$ cat config.mk
export PLATFORM = sky130hd
export DESIGN_NAME = spi_xfer_sequencer
export DESIGN_NICKNAME = d
export VERILOG_FILES = /design/src/rtl/spi_seq_pkg.sv /design/src/rtl/spi_seq_rr_arb.sv /design/src/rtl/spi_xfer_sequencer.sv
export SDC_FILE = /design/constraint.sdc
export NUM_CORES = 1
export LEC_CHECK = 0
export ABC_CLOCK_PERIOD_IN_PS = 6700
export CAP_MARGIN = 5
export CORE_UTILIZATION = 60
export DETAILED_ROUTE_END_ITERATION = 8
export DONT_BUFFER_PORTS = 1
export PLACE_DENSITY_LB_ADDON = 0.12
export SLEW_MARGIN = 25
export SYNTH_ARGS = -nofsm -noshare
export SYNTH_HDL_FRONTEND = slang
export SYNTH_SLANG_ARGS = --single-unit
$ cat constraint.sdc
create_clock -name wb_clk_i -period 6.7 [get_ports wb_clk_i]
set_input_delay 2.01 -clock wb_clk_i [delete_from_list [all_inputs] [get_ports wb_clk_i]]
set_output_delay 2.01 -clock wb_clk_i [all_outputs]
set_load 0.005 [all_outputs]
$ cat src/rtl/spi_seq_pkg.sv
// Shared definitions for the SPI transfer sequencer: SPI core register map,
// CTRL bit positions, sequencer states and small word-building helpers.
package spi_seq_pkg;

  localparam logic [4:0] ADR_TX0  = 5'h00;
  localparam logic [4:0] ADR_CTRL = 5'h10;
  localparam logic [4:0] ADR_DIV  = 5'h14;
  localparam logic [4:0] ADR_SS   = 5'h18;

  localparam int CTRL_GO     = 8;
  localparam int CTRL_RX_NEG = 9;
  localparam int CTRL_TX_NEG = 10;
  localparam int CTRL_LSB    = 11;
  localparam int CTRL_IE     = 12;
  localparam int CTRL_ASS    = 13;

  typedef enum logic [3:0] {
    IDLE, WR_DIV, WR_TX, WR_SS, WR_CTRL, WAIT, POLL, RD_RX, RESP
  } seq_state_e;

  // 0 and anything above 32 mean a full 32-bit character
  function automatic logic [5:0] norm_len(input logic [5:0] len);
    return (len == 6'd0 || len > 6'd32) ? 6'd32 : len;
  endfunction

  function automatic logic [31:0] len_mask(input logic [5:0] len);
    return (len >= 6'd32) ? 32'hFFFF_FFFF : ((32'd1 << len) - 32'd1);
  endfunction

  function automatic logic [31:0] ctrl_word(input logic [5:0] len, input logic [2:0] mode,
                                            input logic ie);
    logic [31:0] w;
    w = '0;
    w[6:0]        = {1'b0, len};
    w[CTRL_GO]     = 1'b1;
    w[CTRL_RX_NEG] = mode[0];
    w[CTRL_TX_NEG] = mode[1];
    w[CTRL_LSB]    = mode[2];
    w[CTRL_IE]     = ie;
    w[CTRL_ASS]    = 1'b1;
    return w;
  endfunction

endpackage

$ cat src/rtl/spi_seq_rr_arb.sv
// N-way round-robin arbiter. Search starts at the requester after the last
// grant; the pointer only moves when the caller accepts the grant (adv_i).
module spi_seq_rr_arb #(
  parameter int N  = 2,
  parameter int IW = 1
) (
  input  logic          clk,
  input  logic          rst,
  input  logic [N-1:0]  req_i,
  input  logic          adv_i,
  output logic [IW-1:0] gnt_idx_o,
  output logic          gnt_vld_o
);

  logic [IW-1:0] last_q, last_d;
  logic [IW:0]   cand;

  always_comb begin
    gnt_idx_o = '0;
    gnt_vld_o = 1'b0;
    cand      = '0;
    for (int i = 1; i <= N; i++) begin
      cand = {1'b0, last_q} + (IW+1)'(i);
      if (cand >= (IW+1)'(N)) cand = cand - (IW+1)'(N);
      if (!gnt_vld_o && req_i[cand[IW-1:0]]) begin
        gnt_vld_o = 1'b1;
        gnt_idx_o = cand[IW-1:0];
      end
    end
  end

  always_comb begin
    last_d = last_q;
    if (adv_i && gnt_vld_o) last_d = gnt_idx_o;
  end

  // Pointer resets to the last requester so requester 0 wins first
  always_ff @(posedge clk or posedge rst) begin
    if (rst) last_q <= IW'(N - 1);
    else     last_q <= last_d;
  end

endmodule

$ cat src/rtl/spi_xfer_sequencer.sv
// Wishbone master that runs one SPI core word transfer per grant for N_REQ requesters.
// Define SPI_SEQ_POLL_EN to poll CTRL.GO for completion instead of waiting on spi_int_i.
module spi_xfer_sequencer
  import spi_seq_pkg::*;
#(
  parameter int N_REQ = 2,
  parameter int SS_NB = 32
) (
  input  logic                 wb_clk_i,
  input  logic                 wb_rst_i,
  input  logic [N_REQ-1:0]     req_i,
  input  logic [32*N_REQ-1:0]  req_tx_i,
  input  logic [6*N_REQ-1:0]   req_len_i,
  input  logic [5*N_REQ-1:0]   req_ss_i,
  input  logic [15:0]          cfg_divider_i,
  input  logic [2:0]           cfg_mode_i,
  output logic [N_REQ-1:0]     done_o,
  output logic [31:0]          rx_data_o,
  output logic                 busy_o,
  output logic                 m_cyc_o,
  output logic                 m_stb_o,
  output logic                 m_we_o,
  output logic [4:0]           m_adr_o,
  output logic [31:0]          m_dat_o,
  output logic [3:0]           m_sel_o,
  input  logic [31:0]          m_dat_i,
  input  logic                 m_ack_i,
  input  logic                 spi_int_i
);

  localparam int IW = (N_REQ > 1) ? $clog2(N_REQ) : 1;

`ifdef SPI_SEQ_POLL_EN
  localparam logic IE_VAL = 1'b0;
  logic unused_int;
  assign unused_int = spi_int_i;
`else
  localparam logic IE_VAL = 1'b1;
`endif

  seq_state_e        state_q, state_d;
  logic [IW-1:0]     gnt_q, gnt_d;
  logic [31:0]       tx_q, tx_d;
  logic [5:0]        len_q, len_d;
  logic [4:0]        ss_q, ss_d;
  logic [15:0]       div_q, div_d;
  logic [2:0]        mode_q, mode_d;
  logic [15:0]       shadow_q, shadow_d;
  logic              shadow_vld_q, shadow_vld_d;
  logic              cyc_q, cyc_d;
  logic              we_q, we_d;
  logic [4:0]        adr_q, adr_d;
  logic [31:0]       dat_q, dat_d;
  logic [N_REQ-1:0]  done_q, done_d;
  logic [31:0]       rx_q, rx_d;

  logic [31:0] tx_arr  [N_REQ];
  logic [5:0]  len_arr [N_REQ];
  logic [4:0]  ss_arr  [N_REQ];

  for (genvar gi = 0; gi < N_REQ; gi++) begin : g_unpack
    assign tx_arr[gi]  = req_tx_i[gi*32 +: 32];
    assign len_arr[gi] = req_len_i[gi*6 +: 6];
    assign ss_arr[gi]  = req_ss_i[gi*5 +: 5];
  end

  logic [IW-1:0] arb_idx;
  logic          arb_vld;
  logic          arb_adv;

  spi_seq_rr_arb #(.N(N_REQ), .IW(IW)) u_arb (
    .clk       (wb_clk_i),
    .rst       (wb_rst_i),
    .req_i     (req_i),
    .adv_i     (arb_adv),
    .gnt_idx_o (arb_idx),
    .gnt_vld_o (arb_vld)
  );

  // Slave indices beyond the core's select width select nobody
  logic [31:0] ss_word;
  assign ss_word = ({27'd0, ss_q} < 32'(SS_NB)) ? (32'd1 << ss_q) : 32'd0;

  logic        acc_we, acc_done;
  logic [4:0]  acc_adr;
  logic [31:0] acc_dat;

  always_comb begin
    state_d      = state_q;
    gnt_d        = gnt_q;
    tx_d         = tx_q;
    len_d        = len_q;
    ss_d         = ss_q;
    div_d        = div_q;
    mode_d       = mode_q;
    shadow_d     = shadow_q;
    shadow_vld_d = shadow_vld_q;
    cyc_d        = cyc_q;
    we_d         = we_q;
    adr_d        = adr_q;
    dat_d        = dat_q;
    done_d       = '0;
    rx_d         = rx_q;
    arb_adv      = 1'b0;
    acc_we       = 1'b1;
    acc_adr      = ADR_TX0;
    acc_dat      = '0;
    acc_done     = cyc_q && m_ack_i;

    case (state_q)
      WR_DIV:  begin acc_adr = ADR_DIV;  acc_dat = {16'd0, div_q}; end
      WR_TX:   begin acc_adr = ADR_TX0;  acc_dat = tx_q; end
      WR_SS:   begin acc_adr = ADR_SS;   acc_dat = ss_word; end
      WR_CTRL: begin acc_adr = ADR_CTRL; acc_dat = ctrl_word(len_q, mode_q, IE_VAL); end
      POLL:    begin acc_we = 1'b0; acc_adr = ADR_CTRL; end
      RD_RX:   begin acc_we = 1'b0; acc_adr = ADR_TX0; end
      default: ;
    endcase

    // Access states start a strobe whenever the bus is idle, which gives one
    // dead cycle after every ack before the next access
    if (state_q != IDLE && state_q != WAIT && state_q != RESP && !cyc_q) begin
      cyc_d = 1'b1;
      we_d  = acc_we;
      adr_d = acc_adr;
      dat_d = acc_dat;
    end
    if (acc_done) begin
      cyc_d = 1'b0;
      we_d  = 1'b0;
      adr_d = '0;
      dat_d = '0;
    end

    case (state_q)
      IDLE: begin
        if (arb_vld) begin
          arb_adv = 1'b1;
          gnt_d   = arb_idx;
          tx_d    = tx_arr[arb_idx];
          len_d   = norm_len(len_arr[arb_idx]);
          ss_d    = ss_arr[arb_idx];
          div_d   = cfg_divider_i;
          mode_d  = cfg_mode_i;
          cyc_d   = 1'b1;
          we_d    = 1'b1;
          if (!shadow_vld_q || shadow_q != cfg_divider_i) begin
            state_d = WR_DIV;
            adr_d   = ADR_DIV;
            dat_d   = {16'd0, cfg_divider_i};
          end else begin
            state_d = WR_TX;
            adr_d   = ADR_TX0;
            dat_d   = tx_arr[arb_idx];
          end
        end
      end
      WR_DIV: if (acc_done) begin
        shadow_d     = div_q;
        shadow_vld_d = 1'b1;
        state_d      = WR_TX;
      end
      WR_TX:  if (acc_done) state_d = WR_SS;
      WR_SS:  if (acc_done) state_d = WR_CTRL;
`ifdef SPI_SEQ_POLL_EN
      WR_CTRL: if (acc_done) state_d = POLL;
`else
      WR_CTRL: if (acc_done) state_d = WAIT;
      WAIT:    if (spi_int_i) state_d = RD_RX;
`endif
      POLL: if (acc_done && !m_dat_i[CTRL_GO]) state_d = RD_RX;
      RD_RX: if (acc_done) begin
        rx_d          = m_dat_i & len_mask(len_q);
        done_d[gnt_q] = 1'b1;
        state_d       = RESP;
      end
      RESP:    state_d = IDLE;
      default: state_d = IDLE;
    endcase
  end

  always_ff @(posedge wb_clk_i or posedge wb_rst_i) begin
    if (wb_rst_i) begin
      state_q      <= IDLE;
      gnt_q        <= '0;
      tx_q         <= '0;
      len_q        <= '0;
      ss_q         <= '0;
      div_q        <= '0;
      mode_q       <= '0;
      shadow_q     <= '0;
      shadow_vld_q <= 1'b0;
      cyc_q        <= 1'b0;
      we_q         <= 1'b0;
      adr_q        <= '0;
      dat_q        <= '0;
      done_q       <= '0;
      rx_q         <= '0;
    end else begin
      state_q      <= state_d;
      gnt_q        <= gnt_d;
      tx_q         <= tx_d;
      len_q        <= len_d;
      ss_q         <= ss_d;
      div_q        <= div_d;
      mode_q       <= mode_d;
      shadow_q     <= shadow_d;
      shadow_vld_q <= shadow_vld_d;
      cyc_q        <= cyc_d;
      we_q         <= we_d;
      adr_q        <= adr_d;
      dat_q        <= dat_d;
      done_q       <= done_d;
      rx_q         <= rx_d;
    end
  end

  assign m_cyc_o   = cyc_q;
  assign m_stb_o   = cyc_q;
  assign m_we_o    = we_q;
  assign m_adr_o   = adr_q;
  assign m_dat_o   = dat_q;
  assign m_sel_o   = cyc_q ? 4'hF : 4'h0;
  assign done_o    = done_q;
  assign rx_data_o = rx_q;
  assign busy_o    = (state_q != IDLE);

endmodule

**After elaboration in Yosys (flattened, before gate mapping)**

Cells that the tools add are included.
Widths: inputs -> output; s select.

- $add $sub $neg: 5
- Order comparisons: 9
- Eq/ne operators: 18
- Shift operators: 2
- Mux-type cells: 59
- Bitwise logic cells: 2
- Reductions and logical operators: 23

Operator list:

| operator | number |
|---|---|
| $mux 32 | 9 |
| $pmux 32 s4 | 1 |
| $mux 5 | 8 |
| $mux 4 | 9 |
| $and 32x32->32 | 1 |
| $pmux 4 s8 | 1 |
| $shl 1x5->32 const A | 1 |
| $shl 1x6->32 const A | 1 |
| $sub 32x1->32 const B | 1 |
| $mux 6 | 4 |
| $mux 1 | 22 |
| $eq 4x3->1 const B | 4 |
| $ne 16x16->1 | 1 |
| $pmux 5 s3 | 1 |
| $ne 2x2->1 const B | 7 |
| $eq 4x2->1 const B | 2 |
| $logic_and 1x1->1 | 8 |
| $reduce_and 8->1 | 1 |
| $ge 2x2->1 const B | 3 |
| $ge 6x6->1 const B | 1 |
| $gt 6x6->1 const B | 1 |
| $logic_not 6->1 | 1 |
| $lt 1x2->1 const B | 3 |
| $mux 2 | 3 |
| 16 further kinds | 24 |

- Bits in registers: 158
- Input bits: 143
- Output and inout port bits: 79
- Word-level logic and storage cells: 134

**Depth between registers and ports, before layout**

- Word-level depth: 16
- Gate-level depth with buffers: 10

**Modules after synthesis**

A second synthesis with hierarchy kept.

- Cells, all modules: 969
- Area, all modules: 8654.6 um2

Modules (own cells, without submodules):

| module | instances | cells an instance | area an instance (um2) |
|---|---|---|---|
| spi_xfer_sequencer | 1 | 963 | 8599.5 |
| spi_seq_rr_arb | 1 | 6 | 55.1 |

**Worst setup path before layout**

OpenSTA, ideal clock, no wires.

- Path type: input to register
- Start: in cfg_divider_i[4]
- End: reg dat_q[21] (netlist: m_dat_o[21])
- Setup time: 0.101 ns
- Arrival time: 3.371 ns
- Required time: 6.599 ns
- Setup slack: 3.229 ns
- Stages on the path: 7
- Path buffers: 2
- Path through: xor2_1 nor4_2 and3_1 buf_2 nand2_1 buf_2 o32ai_1

- Longest elaborated chain between the ends: 5

Ends and longest elaborated chain:

| element | RTL line | source |
|---|---|---|
| start: declaration | spi_xfer_sequencer.sv:15 | `input logic [15:0] cfg_divider_i,` |
| $ne 16x16->1 | spi_xfer_sequencer.sv:147 | `if (!shadow_vld_q \|\| shadow_q != cfg_divider_i) begin` |
| $logic_or 1x1->1 | spi_xfer_sequencer.sv:147 |  |
| $mux 32 | spi_xfer_sequencer.sv:147 |  |
| $mux 32 | spi_xfer_sequencer.sv:137 | `if (arb_vld) begin` |
| $mux 32 | spi_xfer_sequencer.sv:135 | `case (state_q)` |
| named net dat_d[21] | spi_xfer_sequencer.sv:53 | `logic [31:0] dat_q, dat_d;` |
| end signal: assignment | spi_xfer_sequencer.sv:212 | `dat_q <= dat_d;` |
| end: declaration | spi_xfer_sequencer.sv:53 |  |

The timed path passes the listed nets, and every way through them passes these cells.
A chain may end at the register's enable or synchronous reset.

**Final worst setup path**

- Start: in cfg_divider_i[4]
- End: reg dat_q[18] (netlist: m_dat_o[18])

The elaborated chain is that of the path after synthesis.

==> impl.org <==
** Floorplan
- about 220 I/O pins were placed.
- Row generation in the floorplan step produced 43 rows.
- Chip Height :: 123 µm
- Total core area :: around 0.014 mm²
- Measured along the x axis, the die boundary spans about 120 µm.
- Starting density of the core :: around 62%
- The die covers about 0.015 mm².

** Min path
- In this run the most critical hold path is launched from gnt_q$_DFFE_PP0P_.
- Hold crit path type :: flop to flop
- Hold Path Cell Cnt :: 1
- The worst hold path terminates at done_o[0]$_DFF_PP0_.

** Yosys
- Number of synthesized flops with an enable pin :: 0
- The most used flip-flop cell after synthesis is dfrtp_1.
- Yosys cell types :: between 70 and 80
- In this run the mean area of a mapped cell was around 9.4 µm².
- Share of async-settable or async-resettable flops after synthesis :: between 90% and 100%
- Flops & latches, synth :: around 160
- For this run, the number of Yosys warnings is 0.
- Synthesis produced a netlist whose cell count is between 900 and 1000.
- Sequential cell area fraction in the yosys report :: a little under half
- Post-synth design cell area :: around 0.0087 mm²
- When the netlist entered floorplanning its net count stood at about 1100.

** Drt
- Summed over all layers, the routed wires come to ~24 mm.
- Vias post-DR :: between 7000 and 8000
- Number of design rule violations left after detail routing :: 0
- Final ANT Viol Nets :: 0
- After detailed routing, the average wire length per cell comes to about 23 µm.
- Via count normalized by instance count :: around 6.8
- The first detailed-routing pass ran for 6 iterations.
- DRT iter0 DRCs :: 775

** Finish
- Final #Nets :: 1014
- The multi-input combinational cells in the finished layout cover a total of 0.00439 mm².
- 0 antenna diodes ended up in the layout.
- Of the cells placed in the final design, the portion with a size suffix greater than 1 is 10.6%.
- The layout has around 1100 filler cells.
- Summing all non-filler instances in the final layout gives an area of 0.00938 mm².
- The library cells used most frequently in the layout, excluding fill and tap cells, are nand2_1 (157), dfrtp_1 (157), mux2i_1 (52).
- Layout area overhead :: 7.49%
- FF/Latch Area :: about 0.0040 mm²

** Pwr
- Leakage power summed over all cells :: 0.00411 µW
- Portion of total power attributed to sequential cells :: between 40% and 50%
- Relative contribution of the clock network to total power :: between 20% and 30%
- Power spread over the standard cell area amounts to just under 500 mW/mm².
- Total power after layout :: approximately 4600 µW
- Maximum vdd ir drop :: between 0.0002 and 0.00025 V
- Internal power contribution :: 2770 µW
- Reported net switching power :: 1880 µW
- Sw Ratio :: between 40% and 50%
- Share of total power in combinational logic :: between 30% and 40%

** Setup path
- Delay contributed by the slowest stage of the critical path :: approximately 0.70 ns
- For the worst setup path, the data required time is roughly 7 ns.
- Setup slack of the most critical reg-to-reg path :: roughly 3.5 ns
- Beginning of the critical path :: cfg_divider_i[4]
- Type of the worst setup path :: input port to flop
- Critical Path Slowest Stage Cell :: and3_1
- End of the worst register-to-register path :: rx_data_o[20]$_DFFE_PP0P_
- Family of cells with the greatest summed delay on the critical path :: simple AND/OR/NAND/NOR gates
- Measured in cells, the most critical reg-to-reg path has a length of 7.
- Counting both buffers and inverters, the worst setup path holds a total of 0.
- CP Capture Type :: flop
- Worst EP arrival :: approximately 4.3 ns
- STA classifies the critical path startpoint as an input port.
- Walking the worst path, the cells encountered are xor2_1 > nor4_2 > and3_1 > nand2_1 > o32ai_1.
- Crit path max fanout :: 17
- Startpoint of the lowest-slack register-to-register path :: len_q[5]$_DFFE_PP0P_

** Clocking
- Buffers inserted by post-CTS timing repair :: 0
- CTS-repair resized insts :: 0
- CTS buffer count :: 17
- Number of sinks driven by the clock tree :: between 150 and 200
- In this run, post-CTS hold repair placed 0 buffers.
- Insertion delay of the later-clocked pin in the worst-skew pair :: between 0.4 and 0.5 ns
- After clock tree synthesis, the clock-pin slew on the worst setup and hold paths is 0.06 ns.
- Htree depth :: 4
- The clock passes through at most 2 buffers.
- Clock tree from TritonCTS :: yes
- Root buf cell :: clkbuf_16

** Global routing
- The number of antenna violations at the first check in global routing was 0.
- Global route overflow :: 0
- Entering global routing, the biggest net connects 102 pins.
- Overall routing resource usage :: between 30% and 40%
- The first global-routing pass estimated roughly 38 mm of wire.
- The via count of the first global-routing pass was 7145.

** Timing
- Actual slew at the worst max-slew pin :: approximately 0.97 ns
- Based on the critical path, the design can be clocked at up to around 250 MHz.
- Final TNS setup :: 0 ns
- Post-Route Skew :: between 0.006 and 0.007 ns
- Setup violations, final :: 0
- Final hold viol count :: 0
- For the finished layout, the period the worst path requires is 4.01 ns.
- Setup repair after global routing missed its margin :: no
- Of the available clock period, the critical path in the final layout requires 59.9%.
- Relative slew slack :: ~35%
- Number of slew-limit violations in the final report :: 0

** Run status
- The run finished with clean final reports.

** Place
- Input and output buffers added on the ports amount to 0.
- Final weighted congestion of routability-driven global placement :: just under 0.9
- Placed standard-cell area :: between 0.008 and 0.009 mm²
- Dpl hpwl :: ~17 mm

** Flow run
- The tool flagged a number of max-cap violations equal to 0.
[Yosys cell counts (4+ instances only)]
cell / instances / share of area [%]
and2_1: 11 / 0.79
nor4b_1: 6 / 0.60
or3_1: 4 / 0.29
xnor2_1: 15 / 1.5
mux2i_1: 52 / 6.0
dfrtp_1: 157 / 45
buf_4: 5 / 0.43
nand3b_1: 9 / 0.77
clkbuf_1: 44 / 1.9
a21o_1: 21 / 1.8
buf_2: 23 / 1.3
nor4_1: 6 / 0.43
nor2_1: 40 / 1.7
a22oi_1: 18 / 1.5
nand2_1: 157 / 6.8
nor3_1: 9 / 0.52
mux2_2: 20 / 2.6
a221o_1: 4 / 0.46
o211ai_1: 20 / 1.7
o21ai_1: 26 / 1.5
nor2b_1: 6 / 0.43
a221oi_1: 4 / 0.40
a21oi_1: 27 / 1.5
o21ai_0: 47 / 2.7
o22ai_1: 4 / 0.29
or2_2: 4 / 0.29
o32ai_1: 8 / 0.80
nand4_1: 6 / 0.43
nand4b_1: 4 / 0.40
nand3_1: 25 / 1.4
buf_1: 10 / 0.43
nor3b_1: 7 / 0.60
o32ai_2: 9 / 1.7
and3_1: 4 / 0.29
nand2b_1: 4 / 0.29
o31ai_1: 4 / 0.34
a31oi_1: 9 / 0.65
inv_1: 12 / 0.52
a22o_1: 25 / 2.5
xor2_1: 5 / 0.50
[worst reg2reg max path, delay by kind of cell, from the launching register on]
family,cells,cell delay [ns]
simple gates,2,0.88
flops,1,0.72
compound gates,3,0.70
fa+ha+maj,1,0.50
mux,1,0.24
[power by group through the flow]
stage | clock, µW | sequential, µW | combinational, µW
detailed placement | 0 | 1860 | 1640
finish | 1110 | 1860 | 1680
global route | 1160 | 1920 | 1850
global placement | 0 | 1840 | 1580
CTS | 1120 | 1840 | 1650
floorplan | 0 | 1570 | 1500
[metrics by stage]
step	utilization (%)	worst slack, ns	hold WS [ns]	cells
global placement	61.9	2.42	0.428	1031
finish	66.8	2.69	0.456	1063
floorplan	-	0.428	0.417	924
CTS	66.7	2.75	0.457	1063
detailed placement	61.9	2.36	0.451	1031
global route	66.8	2.53	0.473	1063
[state kept, by name, summed over array words and instances (netlist names)]
name          count
div_q            16
done_o            2
gnt_q             1
len_q             6
m_adr_o           5
m_cyc_o           1
m_dat_o          32
m_we_o            1
mode_q            3
rx_data_o        32
shadow_q         16
shadow_vld_q      1
ss_q              5
state_q           4
tx_q             32
u_arb.last_q      1
[final cells by class]
| class | count | area share, % |
|---|---|---|
| Multi-Input combinational cell | 670 | 46.8 |
| Sequential cell | 158 | 42.2 |
| Clock buffer | 19 | 4.72 |
| Clock inverter | 13 | 2.49 |
| Tap cell | 180 | 2.40 |
| Timing Repair Buffer | 10 | 0.801 |
| Inverter | 13 | 0.574 |
[kinds of logic after synthesis]
group           count (synthesis)  synth area share, %
compound gates                255                 20.8
xor+xnor                       20                 2.01
fa+ha+maj                       1                0.143
buf+inv                        96                 4.76
flops                         158                 45.3
mux                            72                 8.55
simple gates                  322                 18.4
[metal layers]
layer  wire length [µm]  vias to the layer above  track usage, %
met5                  0                        -               0
met4                894                        0            16.2
met3               2340                       73            10.8
met2              11600                      408            53.1
met1               9520                     3559            40.7
li1                   -                     3240               -
[how the worst max path moves through the flow]
| stage | to | slack [ns] | cells after the start |
|---|---|---|---|
| 2_1_floorplan | div_q[0]$_DFFE_PP0P_ | 0.43 | 1 |
| 3_3_place_gp | m_dat_o[16]$_DFF_PP0_ | 2.42 | 5 |
| 3_5_place_dp | m_dat_o[18]$_DFF_PP0_ | 2.36 | 5 |
| 4_1_cts | m_dat_o[18]$_DFF_PP0_ | 2.75 | 5 |
| 5_1_grt | m_dat_o[18]$_DFF_PP0_ | 2.53 | 5 |
| 6_report | m_dat_o[18]$_DFF_PP0_ | 2.69 | 5 |
Note: power is estimated with default switching activity, not from simulation.
